File: config.mk
export PLATFORM = sky130hd
export DESIGN_NAME = regfile_mp
export DESIGN_NICKNAME = d
export VERILOG_FILES = /design/src/rtl/regfile_pkg.sv /design/src/rtl/regfile_scoreboard.sv /design/src/rtl/regfile_mp.sv
export SDC_FILE = /design/constraint.sdc
export NUM_CORES = 2
export LEC_CHECK = 0
export CAP_MARGIN = 30
export CORE_MARGIN = 1
export CORE_UTILIZATION = 40
export DETAILED_ROUTE_END_ITERATION = 10
export GPL_TIMING_DRIVEN = 0
export PLACE_DENSITY_LB_ADDON = 0.2
export SYNTH_ARGS = -nofsm -noshare
export SYNTH_HDL_FRONTEND = slang
export SYNTH_HIERARCHICAL = 1
export SYNTH_SLANG_ARGS = --single-unit
File: constraint.sdc
create_clock -name clk -period 2.9 [get_ports clk]
set_input_delay 0.435 -clock clk [delete_from_list [all_inputs] [get_ports clk]]
set_output_delay 0.435 -clock clk [all_outputs]
set_load 0.02 [all_outputs]
File: src/rtl/regfile_pkg.sv
// Shared types and default sizes for the multi-port register file.
// The dump FSM states live here so the core top and debug logic can name them.
package regfile_pkg;

    typedef enum logic [1:0] {
        IDLE = 2'd0,
        DUMP = 2'd1,
        DONE = 2'd2
    } dump_state_t;

    localparam int DEF_XLEN  = 32;
    localparam int DEF_NREGS = 32;

endpackage

File: src/rtl/regfile_scoreboard.sv
// Busy-bit scoreboard: writes clear, issue marks set (mark wins), lookup per read port.
// Register 0 is never busy.
module regfile_scoreboard
    import regfile_pkg::*;
#(
    parameter int NREGS = DEF_NREGS,
    parameter int NRD   = 2,
    parameter int NWR   = 1,
    localparam int AW   = $clog2(NREGS)
) (
    input  logic              clk,
    input  logic              rst_b,
    input  logic [NWR-1:0]    clr_en,
    input  logic [NWR*AW-1:0] clr_num,
    input  logic              mark_en,
    input  logic [AW-1:0]     mark_num,
    input  logic [NRD*AW-1:0] rd_num,
    output logic [NRD-1:0]    rd_busy
);

    logic [NREGS-1:0] busy;
    logic [NREGS-1:0] busy_next;

    // The mark is applied after the clears because it stands for a newer producer.
    always_comb begin
        busy_next = busy;
        for (int p = 0; p < NWR; p++) begin
            if (clr_en[p]) begin
                busy_next[clr_num[p*AW +: AW]] = 1'b0;
            end
        end
        if (mark_en) begin
            busy_next[mark_num] = 1'b1;
        end
        busy_next[0] = 1'b0;
    end

    always_ff @(posedge clk or negedge rst_b) begin
        if (!rst_b) begin
            busy <= '0;
        end else begin
            busy <= busy_next;
        end
    end

    always_comb begin
        rd_busy = '0;
        for (int i = 0; i < NRD; i++) begin
            rd_busy[i] = busy[rd_num[i*AW +: AW]];
        end
    end

endmodule

File: src/rtl/regfile_mp.sv
// Multi-port integer register file with optional write bypass, busy scoreboard
// and a hardware dump engine that streams every register out once the core halts.
module regfile_mp
    import regfile_pkg::*;
#(
    parameter int XLEN   = DEF_XLEN,
    parameter int NREGS  = DEF_NREGS,
    parameter int NRD    = 2,
    parameter int NWR    = 1,
    parameter int BYPASS = 1,
    localparam int AW    = $clog2(NREGS)
) (
    input  logic                clk,
    input  logic                rst_b,
    input  logic [NRD*AW-1:0]   rd_num,
    output logic [NRD*XLEN-1:0] rd_data,
    output logic [NRD-1:0]      rd_busy,
    input  logic [NWR-1:0]      wr_we,
    input  logic [NWR*AW-1:0]   wr_num,
    input  logic [NWR*XLEN-1:0] wr_data,
    input  logic                mark_en,
    input  logic [AW-1:0]       mark_num,
    input  logic                halted,
    output logic                dump_valid,
    output logic [AW-1:0]       dump_idx,
    output logic [XLEN-1:0]     dump_data,
    output logic                dump_done
);

    logic [NREGS-1:0][XLEN-1:0] regs;
    dump_state_t                state;
    dump_state_t                state_next;
    logic [AW-1:0]              cnt;
    logic                       active;
    logic [NWR-1:0]             wr_eff;
    logic                       mark_eff;

    // Writes and marks only take effect in IDLE so a dump sees a frozen snapshot.
    assign active   = (state == IDLE);
    assign mark_eff = active && mark_en && (mark_num != '0);

    always_comb begin
        wr_eff = '0;
        for (int p = 0; p < NWR; p++) begin
            wr_eff[p] = active && wr_we[p] && (wr_num[p*AW +: AW] != '0);
        end
    end

    // Later ports overwrite earlier ones, so the highest-indexed port wins.
    always_ff @(posedge clk or negedge rst_b) begin
        if (!rst_b) begin
            regs <= '0;
        end else begin
            for (int p = 0; p < NWR; p++) begin
                if (wr_eff[p]) begin
                    regs[wr_num[p*AW +: AW]] <= wr_data[p*XLEN +: XLEN];
                end
            end
        end
    end

    always_comb begin
        rd_data = '0;
        for (int i = 0; i < NRD; i++) begin
            rd_data[i*XLEN +: XLEN] = regs[rd_num[i*AW +: AW]];
            if (BYPASS != 0) begin
                for (int p = 0; p < NWR; p++) begin
                    if (wr_eff[p] && (wr_num[p*AW +: AW] == rd_num[i*AW +: AW])) begin
                        rd_data[i*XLEN +: XLEN] = wr_data[p*XLEN +: XLEN];
                    end
                end
            end
        end
    end

    regfile_scoreboard #(
        .NREGS (NREGS),
        .NRD   (NRD),
        .NWR   (NWR)
    ) u_scoreboard (
        .clk      (clk),
        .rst_b    (rst_b),
        .clr_en   (wr_eff),
        .clr_num  (wr_num),
        .mark_en  (mark_eff),
        .mark_num (mark_num),
        .rd_num   (rd_num),
        .rd_busy  (rd_busy)
    );

    always_ff @(posedge clk or negedge rst_b) begin
        if (!rst_b) begin
            state <= IDLE;
        end else begin
            state <= state_next;
        end
    end

    always_comb begin
        state_next = state;
        case (state)
            IDLE:    if (halted) state_next = DUMP;
            DUMP:    if (cnt == AW'(NREGS - 1)) state_next = DONE;
            DONE:    if (!halted) state_next = IDLE;
            default: state_next = IDLE;
        endcase
    end

    // Dump outputs are registered: each DUMP cycle emits one register and advances cnt.
    always_ff @(posedge clk or negedge rst_b) begin
        if (!rst_b) begin
            cnt        <= '0;
            dump_valid <= 1'b0;
            dump_idx   <= '0;
            dump_data  <= '0;
            dump_done  <= 1'b0;
        end else begin
            case (state)
                DUMP: begin
                    dump_valid <= 1'b1;
                    dump_idx   <= cnt;
                    dump_data  <= regs[cnt];
                    dump_done  <= 1'b0;
                    cnt        <= cnt + AW'(1);
                end
                DONE: begin
                    dump_valid <= 1'b0;
                    dump_done  <= halted;
                end
                default: begin
                    dump_valid <= 1'b0;
                    dump_done  <= 1'b0;
                    cnt        <= '0;
                end
            endcase
        end
    end

endmodule

### Word-level counts from Yosys, hierarchy flattened

Cells that the tools add are included.

* reductions and logical operators: 12
* add/sub/neg operators: 1
* equal/unequal tests: 8
* magnitude comparators: 7
* multiplexer cells: 28
* bitwise logic cells: 3

Operators by type and width (number)
* $bwmux 1024: 1
* $bmux 32 s5: 3
* $mux 32: 8
* $demux 32 s5: 1
* $and 32x32->32: 1
* $not 32->32: 1
* $or 32x32->32: 1
* $lt 5x6->1 const B: 5
* $bmux 1 s5: 2
* $demux 1 s5: 2
* $eq 5x5->1: 2
* $ge 5x1->1 const B: 2
* $pmux 5 s2: 1
* $reduce_bool 5->1: 2
* $logic_and 1x1->1: 8
* $mux 1: 6
* $mux 2: 3
* $ne 2x2->1 const B: 3
* $pmux 2 s3: 1
* $add 5x1->5 const B: 1
* $eq 5x5->1 const B: 1
* $reduce_and 3->1: 1
* $eq 2x1->1 const B: 1
* $eq 2x2->1 const B: 1
* $logic_not 2->1: 1

* register bits after elaboration: 1101
* input port bits: 57
* output and inout port bits: 105

### Depth between registers and ports, before layout

* depth after elaboration: 9
* depth in mapped cells: 10

### Cells and area by module

The synthesis kept the hierarchy.

Modules (own cells, without submodules)
* regfile_mp: cells an instance 5134, area an instance 65490.3 um^2, times used 1, seq. area each 26775.7 um^2
* regfile_scoreboard: cells an instance 192, area an instance 1843.0 um^2, times used 1, seq. area each 775.7 um^2

### Worst setup path after synthesis

OpenSTA, ideal clock, no wires.

* path type: input to output
* from: in rd_num[6]
* to: out rd_data[43]
* stages: 8
* data required time: 2.465 ns
* arrival time: 2.425 ns
* setup slack: 0.040 ns
* buffers on the path: 3
* path through: buf_2 -> and2_1 -> clkbuf_1 -> clkbuf_1 -> a22o_1 -> a221oi_1 -> o22ai_1 -> o41ai_1

* longest elaborated chain between the ends: 3
* elaborated cells between the ends (all ways): 5

RTL lines
* from (decl): line regfile_mp.sv:15 `input logic [NRD*AW-1:0] rd_num,`
* $bmux 32 s5 or $eq 5x5->1 (tied branches): line regfile_mp.sv:65, regfile_mp.sv:68
* $mux 32 (not written as such) or $logic_and 1x1->1 (tied branches): line regfile_mp.sv:65, regfile_mp.sv:68
* $mux 32 (*): line regfile_mp.sv:68 `if (wr_eff[p] && (wr_num[p*AW +: AW] == rd_num[i*AW +: AW])) begin`
* to (decl): line regfile_mp.sv:16 `output logic [NRD*XLEN-1:0] rd_data,`

Every way passes the cells marked *; elsewhere a longest branch is shown, timed or not. The select of a mux whose other input is x is not followed.

### Worst setup path after layout

* from: reg regs[43] (netlist name)
* to: out rd_data[43]

* longest elaborated chain between the ends: 3

RTL lines
* from (decl): line regfile_mp.sv:30 `logic [NREGS-1:0][XLEN-1:0] regs;`
* from (signal, indexed assignment): line regfile_mp.sv:56 `regs[wr_num[p*AW +: AW]] <= wr_data[p*XLEN +: XLEN];`
* $bmux 32 s5: line regfile_mp.sv:65 `rd_data[i*XLEN +: XLEN] = regs[rd_num[i*AW +: AW]];`
* $mux 32 (not written as such): line regfile_mp.sv:65
* $mux 32: line regfile_mp.sv:68

Every way passes these cells. The select of a mux whose other input is x is not followed.

==> metrics.yaml <==
ys_seq_elements: 1101
powerDensity_nw_per_um2: 734
clk_latency_ns: 0.86
ys.flop_type: "dfrtp_1"
synthCells: 5326
post-dp-hpwl_mm: 317
fin_skew_ns: 0.0308
avgRoutedWirePerCell_um: 54.5
synth_top_area_cell: "dfrtp_1"
stdcell_count: 8289
rows: 150
worstPathMaxFanout: 4
finalCriticalPeriod_ns: 3.45
crit_chain: "mux2i_1 -> a22o_1 -> a221oi_4 -> o22ai_2 -> o41ai_4 -> buf_4 -> buf_6"
syn2layout_area_growth_pct: 30.2
grt_max_degree: 168
dp.cells: 7854
combPwrFrac_pct: 39.5
yosysUniqueCellTypes: 48
place.gp.congestion: 1.09
ctsHtreeMaxLevel: 4
crit_path_end_kind: "output pin"
clkPwrFrac_pct: 29.8
status: "finished, violations left"
final_nets: 6006
ioPinCount: 162
grt_overflow: 0
fmax_mhz: 290
synth_nets: 5385
fill_cells: 14300
final.setup.worst_slack_ns: -0.549
clk_path_buf_depth: 3
antenna_found_initial: 39
drive_above_1_share_pct: 43.9
intPower_w: 0.0382
wirelength_mm: 452
cp.arrival_ns: 3.01
core-area_um2: 167000
pwr-share-seq_pct: 30.7
slowest_stage: "a221oi_4"
grt_pass1_vias: 57300
drt_iter0_drc: 11300
portBuffers: 158
cap_violations: 0
finalMaxSlewViolations: 0
firstDrtPassIters: 11
p_leak_nw: 40.3
cts_tree: "yes"
p_switching_w: 0.0261
drcViolationCount: 3
synth_area_leaders: "dfrtp_1 (41%), mux2i_1 (17%), mux2_2 (17%), mux4_2 (9.0%), a221oi_1 (2.5%)"
numCtsBuffers: 139
synth_warnings: 6
seq_area_um2: 27600
grtUsageTotal_pct: 52.1
rsz0062_at_grt: "true"
yosysSeqAreaShare_pct: 40.9
synth_area_per_cell_um2: 12.6
violations: "DRC, setup timing"
die_area_um2: 170000
max_slew.worst_pin.slew_ns: 1.23
multi_input_area_um2: 40800
hold_viol_final: 0
final_cell_mix: "mux2i_1 (1103), dfrtp_1 (1087), mux2_2 (990)"
synth_top_area_share_pct: 40.9
via_count: 62100
setup_viol: 133
clk_pin_slew_ns: 0.06
clkSinkCount: 1101
dieHeight_um: 412
die_w_um: 412
synth.cell_area_um2: 67300
synthArstFlopShare_pct: 100
max-slew-margin-rel_pct: 18.0
cts-root-buf: "clkbuf_16"
layout_commonest_cell: "mux2i_1"
vias_per_cell: 7.49
synth_edf_count: 0
sw_frac_of_total_pct: 40.6
worstSetupStartpointType: "flip-flop"
cp.required_ns: 2.47
min_path_type: "primary input to asynchronous set/reset pin"
critPathKind: "flip-flop to output pin"
finalCritPeriodShare_pct: 119
ant_nets: 0
power_w: 0.0643
critPathMaxStageDelay_ns: 0.45
initial_core_util_pct: 40.3
grt_pass1_wl_mm: 574
peakVddDrop_mv: 0.967
what timing repair did:
| item | in CTS | in global routing |
|---|---|---|
| cloned | 7 | 2 |
| endpoints found under the hold margin | 87 | 0 |
| hold buffers | 1 | 0 |
| setup buffers | 102 | 61 |
| endpoints found under the setup margin | 879 | 419 |
| gates resized for setup | 1635 | 210 |
| pin swaps | 138 | 79 |
power groups by stage:
stage / logic (W) / registers, W / clock network (W)
after CTS: 0.0233 / 0.0195 / 0.0191
after global placement: 0.0203 / 0.0198 / 0
after global routing: 0.0247 / 0.0199 / 0.0197
after floorplan: 0.0106 / 0.0191 / 0
final: 0.0254 / 0.0197 / 0.0192
after detailed placement: 0.0214 / 0.0197 / 0
state kept, by name, summed over array words and instances, names as in the netlist:
signal,flops
regs,1024
dump_idx,5
dump_data,32
dump_done,1
state,2
cnt,5
u_scoreboard/busy,31
dump_valid,1
worst max-delay path: cells and delay by family, from the launching register on:
family	cells	cell delay, ns
compound gates	4	1.32
buf+inv	2	0.33
flops	1	0.39
mux	1	0.09
Yosys cell counts (29+ instances only):
cell,number
a21o_1,32
a21oi_1,72
a221o_1,29
a221oi_1,190
a22o_1,188
a22oi_1,136
buf_1,109
buf_2,171
clkbuf_1,287
dfrtp_1,1101
mux2_2,991
mux2i_1,1125
mux4_2,268
nand2_1,103
nand3_1,46
nor3_1,45
o21ai_0,76
o22ai_1,110
o41ai_1,31
layout make-up:
cell class	count	share of cell area, %
Multi-Input combinational cell	3619	46.6
Sequential cell	1101	31.5
Timing Repair Buffer	492	6.97
Buffer	588	6.16
Clock buffer	197	4.69
Tap cell	2204	3.15
Clock inverter	52	0.864
Antenna cell	30	0.0857
Inverter	6	0.0300
layer usage:
layer / GRT usage [%] / up-vias / part of all wire (%)
met4: 38.3 / 26 / 9.1
met1: 63.0 / 32200 / 36
li1: - / 22100 / -
met2: 65.6 / 6052 / 37
met3: 32.5 / 1766 / 17
met5: 1.50 / - / 0.18
path summary, 6_finish.rpt:
kind                       cells past startpoint  slack, ns                              end                     from
min                                            2       0.16   u_scoreboard/busy[6]$_DFF_PN0_                    rst_b
max reg2reg                                   10      -0.09        dump_data[17]$_DFFE_PN0P_     state[1]$_DFFE_PN0P_
min in group clk                               4       0.16  u_scoreboard/busy[19]$_DFF_PN0_                wr_num[4]
min reg2reg                                    2       0.48          dump_idx[0]$_DFFE_PN0P_  dump_idx[0]$_DFFE_PN0P_
max                                            7      -0.55                      rd_data[43]     regs[43]$_DFFE_PN0P_
max in group asynchronous                      5       0.57            regs[794]$_DFFE_PN0P_                    rst_b
cell families (layout without fill, tap and decap cells):
logic type / Yosys count / count (layout) / synth area share, %
flip-flops: 1101 / 1101 / 40.9
AO/OA/AOI/OAI: 910 / 910 / 10.3
other: 0 / 30 / 0
multiplexers: 2402 / 2402 / 42.6
buffers and inverters: 607 / 1335 / 3.94
XOR/XNOR: 12 / 12 / 0.156
AND/OR/NAND/NOR: 292 / 293 / 2.11
adder cells (fa/ha/maj): 2 / 2 / 0.0372
metrics by stage:
step / TNS (ns) / util (%) / area (µm²) / worst slack, ns / hold WS (ns)
after CTS: -19.53 / 51.5 / 86200 / -0.462 / 0.179
after global placement: - / 42.9 / 71700 / -51.70 / 0.436
final: -27.71 / 52.4 / 87600 / -0.549 / 0.162
after detailed placement: -1033.52 / 44.5 / 74400 / -3.06 / 0.397
after global routing: -22.85 / 52.4 / 87600 / -0.492 / 0.227
after floorplan: 0 / - / 67300 / 0.0401 / 0.139
(Power assumes the default switching activity.)
